$ cat config.mk
export PLATFORM = sky130hd
export DESIGN_NAME = pwm_ramp_sequencer
export DESIGN_NICKNAME = d
export VERILOG_FILES = /design/src/rtl/pwm_ramp_sequencer.sv
export SDC_FILE = /design/constraint.sdc
export NUM_CORES = 1
export LEC_CHECK = 0
export BUFFER_PORTS_ARGS = -buffer_cell sky130_fd_sc_hd__buf_2
export CAP_MARGIN = 20
export CORE_UTILIZATION = 50
export DETAILED_ROUTE_END_ITERATION = 8
export PLACE_DENSITY_LB_ADDON = 0.25
export SLEW_MARGIN = 20
export SYNTH_ARGS = -nofsm -noshare
export SYNTH_HDL_FRONTEND = slang
export SYNTH_SLANG_ARGS = --single-unit
$ cat constraint.sdc
create_clock -name clk -period 3.85 [get_ports clk]
set_input_delay 1.155 -clock clk [delete_from_list [all_inputs] [get_ports clk]]
set_output_delay 1.155 -clock clk [all_outputs]
set_load 0.01 [all_outputs]
$ cat src/rtl/pwm_ramp_sequencer.sv
// PWM generator whose duty ramps toward a commanded target by STEP once per PWM period.
// The duty used by the comparator is latched only at period wraps, so the waveform never glitches.
module pwm_ramp_sequencer #(
  parameter int unsigned STEP = 1
) (
  input  logic       clk,
  input  logic       rst,
  input  logic       tick,
  input  logic       enable,
  input  logic       cmd_valid,
  input  logic [7:0] cmd_duty,
  output logic       cmd_ready,
  output logic       pwm_out,
  output logic [7:0] duty_cur,
  output logic       period_start,
  output logic       busy
);

  typedef enum logic [1:0] {IDLE, RAMP, HOLD} state_t;

  localparam logic [8:0] STEP9 = 9'(STEP);
  localparam logic [7:0] STEP8 = 8'(STEP);

  state_t     state_q, state_d;
  logic [7:0] cnt_q, cnt_d;
  logic [7:0] target_q, target_d;
  logic [7:0] duty_cur_q, duty_cur_d;
  logic [7:0] duty_active_q, duty_active_d;
  logic       pwm_q, pwm_d;
  logic       busy_q, busy_d;
  logic       accept;
  logic       wrap;
  logic [8:0] up_diff;
  logic [8:0] dn_diff;

  assign cmd_ready    = (state_q != RAMP);
  assign accept       = enable && cmd_valid && cmd_ready;
  // A disabled cycle never counts as a wrap, so enable=0 also suppresses the step.
  assign wrap         = enable && tick && (state_q != IDLE) && (cnt_q == 8'd254);
  assign up_diff      = {1'b0, target_q} - {1'b0, duty_cur_q};
  assign dn_diff      = {1'b0, duty_cur_q} - {1'b0, target_q};

  assign period_start = wrap;
  assign pwm_out      = pwm_q;
  assign duty_cur     = duty_cur_q;
  assign busy         = busy_q;

  always_comb begin
    state_d       = state_q;
    cnt_d         = cnt_q;
    target_d      = target_q;
    duty_cur_d    = duty_cur_q;
    duty_active_d = duty_active_q;
    pwm_d         = 1'b0;

    if (!enable) begin
      state_d = IDLE;
      cnt_d   = 8'd0;
    end else begin
      if (accept) target_d = cmd_duty;
      if (state_q != IDLE && tick) cnt_d = wrap ? 8'd0 : cnt_q + 8'd1;
      pwm_d = (state_q != IDLE) && (cnt_q < duty_active_q);

      case (state_q)
        IDLE: state_d = (target_d != duty_cur_q) ? RAMP : HOLD;
        HOLD: if (accept && cmd_duty != duty_cur_q) state_d = RAMP;
        RAMP: begin
          // Saturate onto the target when within one step to avoid overshoot or wrap-around.
          if (wrap) begin
            if (target_q >= duty_cur_q) begin
              if (up_diff <= STEP9) begin
                duty_cur_d = target_q;
                state_d    = HOLD;
              end else begin
                duty_cur_d = duty_cur_q + STEP8;
              end
            end else begin
              if (dn_diff <= STEP9) begin
                duty_cur_d = target_q;
                state_d    = HOLD;
              end else begin
                duty_cur_d = duty_cur_q - STEP8;
              end
            end
          end
        end
        default: state_d = IDLE;
      endcase

      if (wrap) duty_active_d = duty_cur_d;
    end

    busy_d = (state_d == RAMP);
  end

  always_ff @(posedge clk or posedge rst) begin
    if (rst) begin
      state_q       <= IDLE;
      cnt_q         <= 8'd0;
      target_q      <= 8'd0;
      duty_cur_q    <= 8'd0;
      duty_active_q <= 8'd0;
      pwm_q         <= 1'b0;
      busy_q        <= 1'b0;
    end else begin
      state_q       <= state_d;
      cnt_q         <= cnt_d;
      target_q      <= target_d;
      duty_cur_q    <= duty_cur_d;
      duty_active_q <= duty_active_d;
      pwm_q         <= pwm_d;
      busy_q        <= busy_d;
    end
  end

endmodule

==> reports/results.tsv, run 1 <==
metric	value	unit
clk_transition_reported_paths	0.07	ns
ir_drop	0.240	mV
numPortBuffers	24	
power_frac_clock	25.6	%
antenna_found_initial	0	
syn_area_per_cell	8.41	um^2
area_delta_synth_final	8.59	%
core	6350	um^2
clkSinkCount	36	
muxShareOfSynthArea	3.85	%
grt-ovfl-total	0	
status	complete, no violations	
r2r_end	duty_cur[2]$_DFFE_PP0P_	
worstPathRequired	2.69	ns
path_class	input pin to primary output	
antenna_cells	0	
htreeDepth	2	
die_y	83.0	um
r2r_cells	10	
worst_hold_path_type	flop to flop	
grt_use_met3	3.58	%
grt_pass1_vias	2928	
synth_top_family_by_area	compound AO/OA/AOI/OAI gates	
p_leak	1.63	nW
gp_congestion	0.881	
drt_iter0_drc	202	
num_rows	29	
start_kind	input pin	
clk_path_buf_depth	2	
top_usage_layer	met2	
power_switching	0.401	mW
die_x	83.0	um
num_vias	2954	
synth-async-reset-ratio	100	%
worstHoldPathCells	2	
synth_xor_area_share	6.95	%
worstPathMaxFanout	12	
syn_inst	390	
critical_path.cell_chain	buf_2 > o211ai_1 > or3_1 > inv_2 > buf_2	
hold_slack	0.487	ns
multi_input_area	2140	um^2
clock_skew	0.00754	ns
seq_area	901	um^2
cp-end-kind	primary output	
rsz0062_at_grt	false	
synth_compound_area_share	23.8	%
vias_per_cell	6.07	
grt_pass1_wl	13900	um
post-synth-top-area-cell	dfrtp_1	
p_per_area	312	nW/um^2
crit_arrival	2.27	ns
synth-seq-area-share	27.5	%
synth_edf_count	0	
drv_slew	0	
holdBufCountCts	0	
io_pins	25	
synth_nets	433	
cts_setup_buffers	0	
ant_nets	0	
drive_gt1_share	14.4	%
hold_violations	0	
worst_pin_slew	0.919	ns
worstReg2RegStart	duty_cur[6]$_DFFE_PP0P_	
min_to	duty_active_q[1]$_DFFE_PP0P_	
synth-seq-cells	36	
grt.total_usage	24.7	%
synth_ff_type	dfrtp_1	
synth_cell_types	58	
switching_share	36.1	%
start_util	51.6	%
grtUsageMet2	39.8	%
path_buf_inv	3	
clock_latency	0.30	ns
wire_per_inst	16.7	um
synthSimpleGateAreaFrac	18.9	%
grt_max_degree	37	
layout.cells.non_filler	487	
drc	0	
cpMostUsedCell	buf_2	
numCtsBuffers	5	
grt.met1_usage	33.5	%
dpl.hpwl	6230	um
die_area	6880	um^2
clock-root-buffer	clkbuf_8	
synthTopCellsByArea	dfrtp_1 (27%), ha_1 (11%), xnor2_1 (6.1%)	
first_pass_iters	5	
hold_start	duty_active_q[1]$_DFFE_PP0P_	
place_inst	479	
max_stage_delay	0.48	ns
seq_power_share	38.8	%
nets	452	
r2r_slack	0.45	ns
synth_warnings	0	
p_int	0.710	mW
fill_cells	586	
post_cts_resized	0	
finalCritPeriodShare	89.1	%
yosysTopAreaCellShare	27.5	%
cpMaxStageDelayCell	or3_1	
p_comb_share	35.7	%
period_needed	3.43	ns
wl	8140	um
cts_tree	yes	
netlist_area	3280	um^2
setup_viol	0	
crit_family	buffers and inverters	
synth_fa_ha_area_share	11.9	%
cap_violations	0	
fmax	292	MHz
tns	0	ns
slew_headroom	38.6	%
## layout make-up
type | instances | share of cell area (%)
well taps | 77 | 2.71
flip-flops and latches | 36 | 25.3
clock buffers | 7 | 2.43
inverters | 33 | 3.48
repair buffers | 35 | 5.69
clock inverters | 1 | 0.211
multi-input cells | 298 | 60.2
## per-stage QoR
stage | setup WS [ns] | util [%] | power (mW) | cell area (um^2)
after CTS | 0.412 | 56.1 | 1.12 | 3560
after detailed placement | 0.415 | 54.6 | 0.830 | 3470
after global placement | 0.448 | 54.6 | 0.819 | 3470
final | 0.422 | 56.1 | 1.11 | 3560
after floorplan | 0.535 | - | 0.741 | 3280
after global routing | 0.276 | 56.1 | 1.18 | 3560
## metal layers
layer / vias up / wire length (um)
met5: - / 0
met4: 0 / 201
met3: 24 / 393
met2: 85 / 3840
met1: 1406 / 3710
li1: 1439 / -
## logic make-up (layout without fill, tap and decap cells)
group | count (synthesis) | count (layout)
adder cells (fa/ha/maj) | 30 | 30
AO/OA/AOI/OAI | 114 | 114
buffers and inverters | 56 | 76
AND/OR/NAND/NOR | 117 | 117
flip-flops | 36 | 36
multiplexers | 11 | 11
XOR/XNOR | 26 | 26
## power groups by stage
stage                     clock network, mW  registers (mW)  logic (mW)
after detailed placement                  0           0.438       0.392
after floorplan                           0           0.425       0.316
after global placement                    0           0.437       0.382
final                                 0.284           0.431       0.396
after CTS                             0.290           0.430       0.396
after global routing                  0.302           0.434       0.444
## synth_stat cells, types with 8 or more instances
master / instances
dfrtp_1: 36
inv_1: 32
o21ai_0: 30
ha_1: 28
xnor2_1: 23
nand2_1: 22
nor2_1: 20
a21oi_1: 19
nand3_1: 18
clkbuf_1: 15
nand4_1: 10
a21o_1: 9
mux2_2: 9
nor3_1: 8
o211ai_1: 8
## cell usage in the layout, fill, tap and decap left out, types with 5 or more instances in the layout
master	instances
nand2b_1	5
mux2_2	9
nor3_1	8
a21oi_1	19
nor2b_1	7
clkbuf_8	6
a21o_1	9
nand4_1	10
dfrtp_1	36
buf_4	11
nor2_1	20
o21ai_0	30
ha_1	28
nand3_1	18
buf_2	24
o211ai_1	8
o31ai_1	7
nand3b_1	5
inv_1	32
and3_1	6
xnor2_1	23
nand2_1	22
## worst max-delay path by stage
| stage | startpoint | endpoint | slack (ns) | cells past startpoint |
|---|---|---|---|---|
| global route | duty_cur[6]$_DFFE_PP0P_ | duty_cur[2]$_DFFE_PP0P_ | 0.28 | 10 |
| floorplan | tick | period_start | 0.54 | 5 |
| CTS | enable | period_start | 0.41 | 5 |
| detailed placement | enable | period_start | 0.41 | 5 |
| finish | enable | period_start | 0.42 | 5 |
| global placement | enable | period_start | 0.45 | 5 |
## sequential cells by signal, indices dropped and copies added, names as in the netlist
| name | cells |
|---|---|
| state_q | 2 |
| pwm_out | 1 |
| cnt_q | 8 |
| duty_cur | 8 |
| target_q | 8 |
| busy | 1 |
| duty_active_q | 8 |
## worst register-to-register path, stage by stage, from the launching register on
cell and delay (ns):
dfrtp_1 0.55, inv_1 0.19, ha_1 0.54, nand4_1 0.21, o21bai_1 0.20, a221o_1 0.32
nand4_1 0.35, o22ai_1 0.14, buf_4 0.19, a22o_1 0.25, a221o_1 0.35
Power figures use the tool's default switching activity.
==> inputs of run 2 (changes only) <==
Settings changed: CELL_PAD_IN_SITES_DETAIL_PLACEMENT from default to 0, CELL_PAD_IN_SITES_GLOBAL_PLACEMENT from default to 1, CORE_UTILIZATION 50 to 46.
==> run 2 against run 1 <==
Compared with the run above: clock-buffer cell count stayed put; worst setup slack worse by 0.041 ns; utilization is 3.5 points lower; sequential share of layout area is 0.22 points lower; die area rose by 8.5%; clock skew increased by 0.0051 ns; sequential power is essentially flat; flip-flop and latch count is the same; design area increased by 0.88%; non-clock buffer count rose by 1; combinational power is essentially flat; critical endpoint unchanged; highest routed layer unchanged.
==> reports/results.tsv, run 2 (synthesis gave the netlist of run 1 again) <==
metric	value	unit
worstPathRequired	2.69	ns
wl	8480	um
io_pins	25	
drive_gt1_share	14.6	%
nets	453	
hold_slack	0.503	ns
cts_tree	yes	
fmax	288	MHz
num_vias	2925	
power	1.11	mW
clock-root-buffer	clkbuf_8	
crit_end	period_start	
dpl.hpwl	6540	um
path_class	input pin to primary output	
worst_hold_path_type	flop to flop	
vias_per_cell	5.77	
setup_viol	0	
cts_setup_buffers	0	
first_pass_iters	4	
r2r_end	duty_active_q[5]$_DFFE_PP0P_	
status	complete, no violations	
p_comb_share	35.8	%
ir_drop	0.226	mV
layout_common_cells	dfrtp_1 (36), inv_1 (32), o21ai_0 (30), ha_1 (28), buf_2 (24)	
worstPathMaxFanout	12	
cpMostUsedCell	buf_2	
die_y	86.4	um
num_rows	30	
core	6830	um^2
wire_per_inst	16.7	um
crit_arrival	2.31	ns
numCtsBuffers	5	
die_x	86.4	um
cp-end-kind	primary output	
start_kind	input pin	
p_int	0.710	mW
grt.total_usage	24.7	%
clk_path_buf_depth	2	
gp_congestion	0.842	
area_delta_synth_final	9.54	%
worstReg2RegStart	duty_cur[0]$_DFFE_PP0P_	
rsz0062_at_grt	false	
dp_slack	0.378	ns
clkSinkCount	36	
antenna_cells	0	
p_per_area	309	nW/um^2
worst_pin_slew	0.938	ns
layout.cells.non_filler	507	
grt-ovfl-total	0	
r2r_slack	0.44	ns
post_dp_cell_area	3500	um^2
critical_path.cell_chain	buf_2 > o211ai_1 > or3_1 > inv_2 > buf_2	
drc	0	
antenna_found_initial	0	
drt_iter0_drc	182	
period_needed	3.47	ns
start_util	48.0	%
cap_violations	0	
grt_max_degree	37	
path_buf_inv	3	
p_leak	1.63	nW
numPortBuffers	24	
max_stage_delay	0.51	ns
ant_nets	0	
setup_ws	0.380	ns
power_frac_clock	25.4	%
grt_pass1_wl	14300	um
post-route-cell-area	3590	um^2
place_inst	499	
cpMaxStageDelayCell	or3_1	
crit_family	buffers and inverters	
tns	0	ns
cp_num_cells	5	
r2r_cells	12	
drv_slew	0	
hold_violations	0	
final_core_util	52.6	%
worstSetupStartpoint	enable	
die_area	7470	um^2
switching_share	36.1	%
clock_latency	0.29	ns
slew_headroom	37.3	%
power_switching	0.401	mW
clk_transition_reported_paths	0.07	ns
grt_pass1_vias	2785	
seq_power_share	38.8	%
final_common_cell	dfrtp_1	
post_cts_resized	0	
clock_skew	0.0127	ns
htreeDepth	2	
holdBufCountCts	0	
finalCritPeriodShare	90.1	%
[run 2: area by class of cell]
| type | instances | area [um^2] |
|---|---|---|
| Clock buffer | 7 | 86.3 |
| Clock inverter | 1 | 7.51 |
| Fill cell | 689 | 3240 |
| Inverter | 33 | 124 |
| Multi-Input combinational cell | 298 | 2140 |
| Sequential cell | 36 | 901 |
| Tap cell | 96 | 120 |
| Timing Repair Buffer | 36 | 210 |
[run 2: power groups by stage]
stage	Combinational [mW]	Sequential [mW]	Clock, mW
after floorplan	0.316	0.425	0
after global placement	0.390	0.437	0
after detailed placement	0.393	0.438	0
after CTS	0.396	0.430	0.292
after global routing	0.443	0.434	0.306
final	0.398	0.431	0.283
[run 2: how the worst min path moves through the flow]
stage                                              end  slack [ns]  cells after the start                         start
after floorplan           duty_active_q[1]$_DFFE_PP0P_        0.45                      2  duty_active_q[1]$_DFFE_PP0P_
after global placement    duty_active_q[0]$_DFFE_PP0P_        0.48                      2  duty_active_q[0]$_DFFE_PP0P_
after detailed placement  duty_active_q[0]$_DFFE_PP0P_        0.49                      2  duty_active_q[0]$_DFFE_PP0P_
after CTS                 duty_active_q[0]$_DFFE_PP0P_        0.51                      2  duty_active_q[0]$_DFFE_PP0P_
after global routing      duty_active_q[0]$_DFFE_PP0P_        0.53                      2  duty_active_q[0]$_DFFE_PP0P_
final                     duty_active_q[0]$_DFFE_PP0P_        0.50                      2  duty_active_q[0]$_DFFE_PP0P_
[run 2: worst reg2reg max path, cell delays in order, from the launching register on]
cell and delay [ns]:
dfrtp_1 0.42, buf_4 0.21, ha_1 0.17, inv_1 0.05, fa_1 0.40, xor2_1 0.19
a2111oi_2 0.33, o2111ai_1 0.17, a2111o_1 0.41, nor2_1 0.30, or3_1 0.18, o2111ai_1 0.17
mux2_2 0.30
[run 2: layer usage]
| metal | track usage [%] | up-vias | wire (um) |
|---|---|---|---|
| met5 | 0 | - | 0 |
| met2 | 40.3 | 85 | 4020 |
| met3 | 3.62 | 9 | 416 |
| met4 | 5.45 | 0 | 80 |
| li1 | - | 1443 | - |
| met1 | 34.9 | 1388 | 3960 |
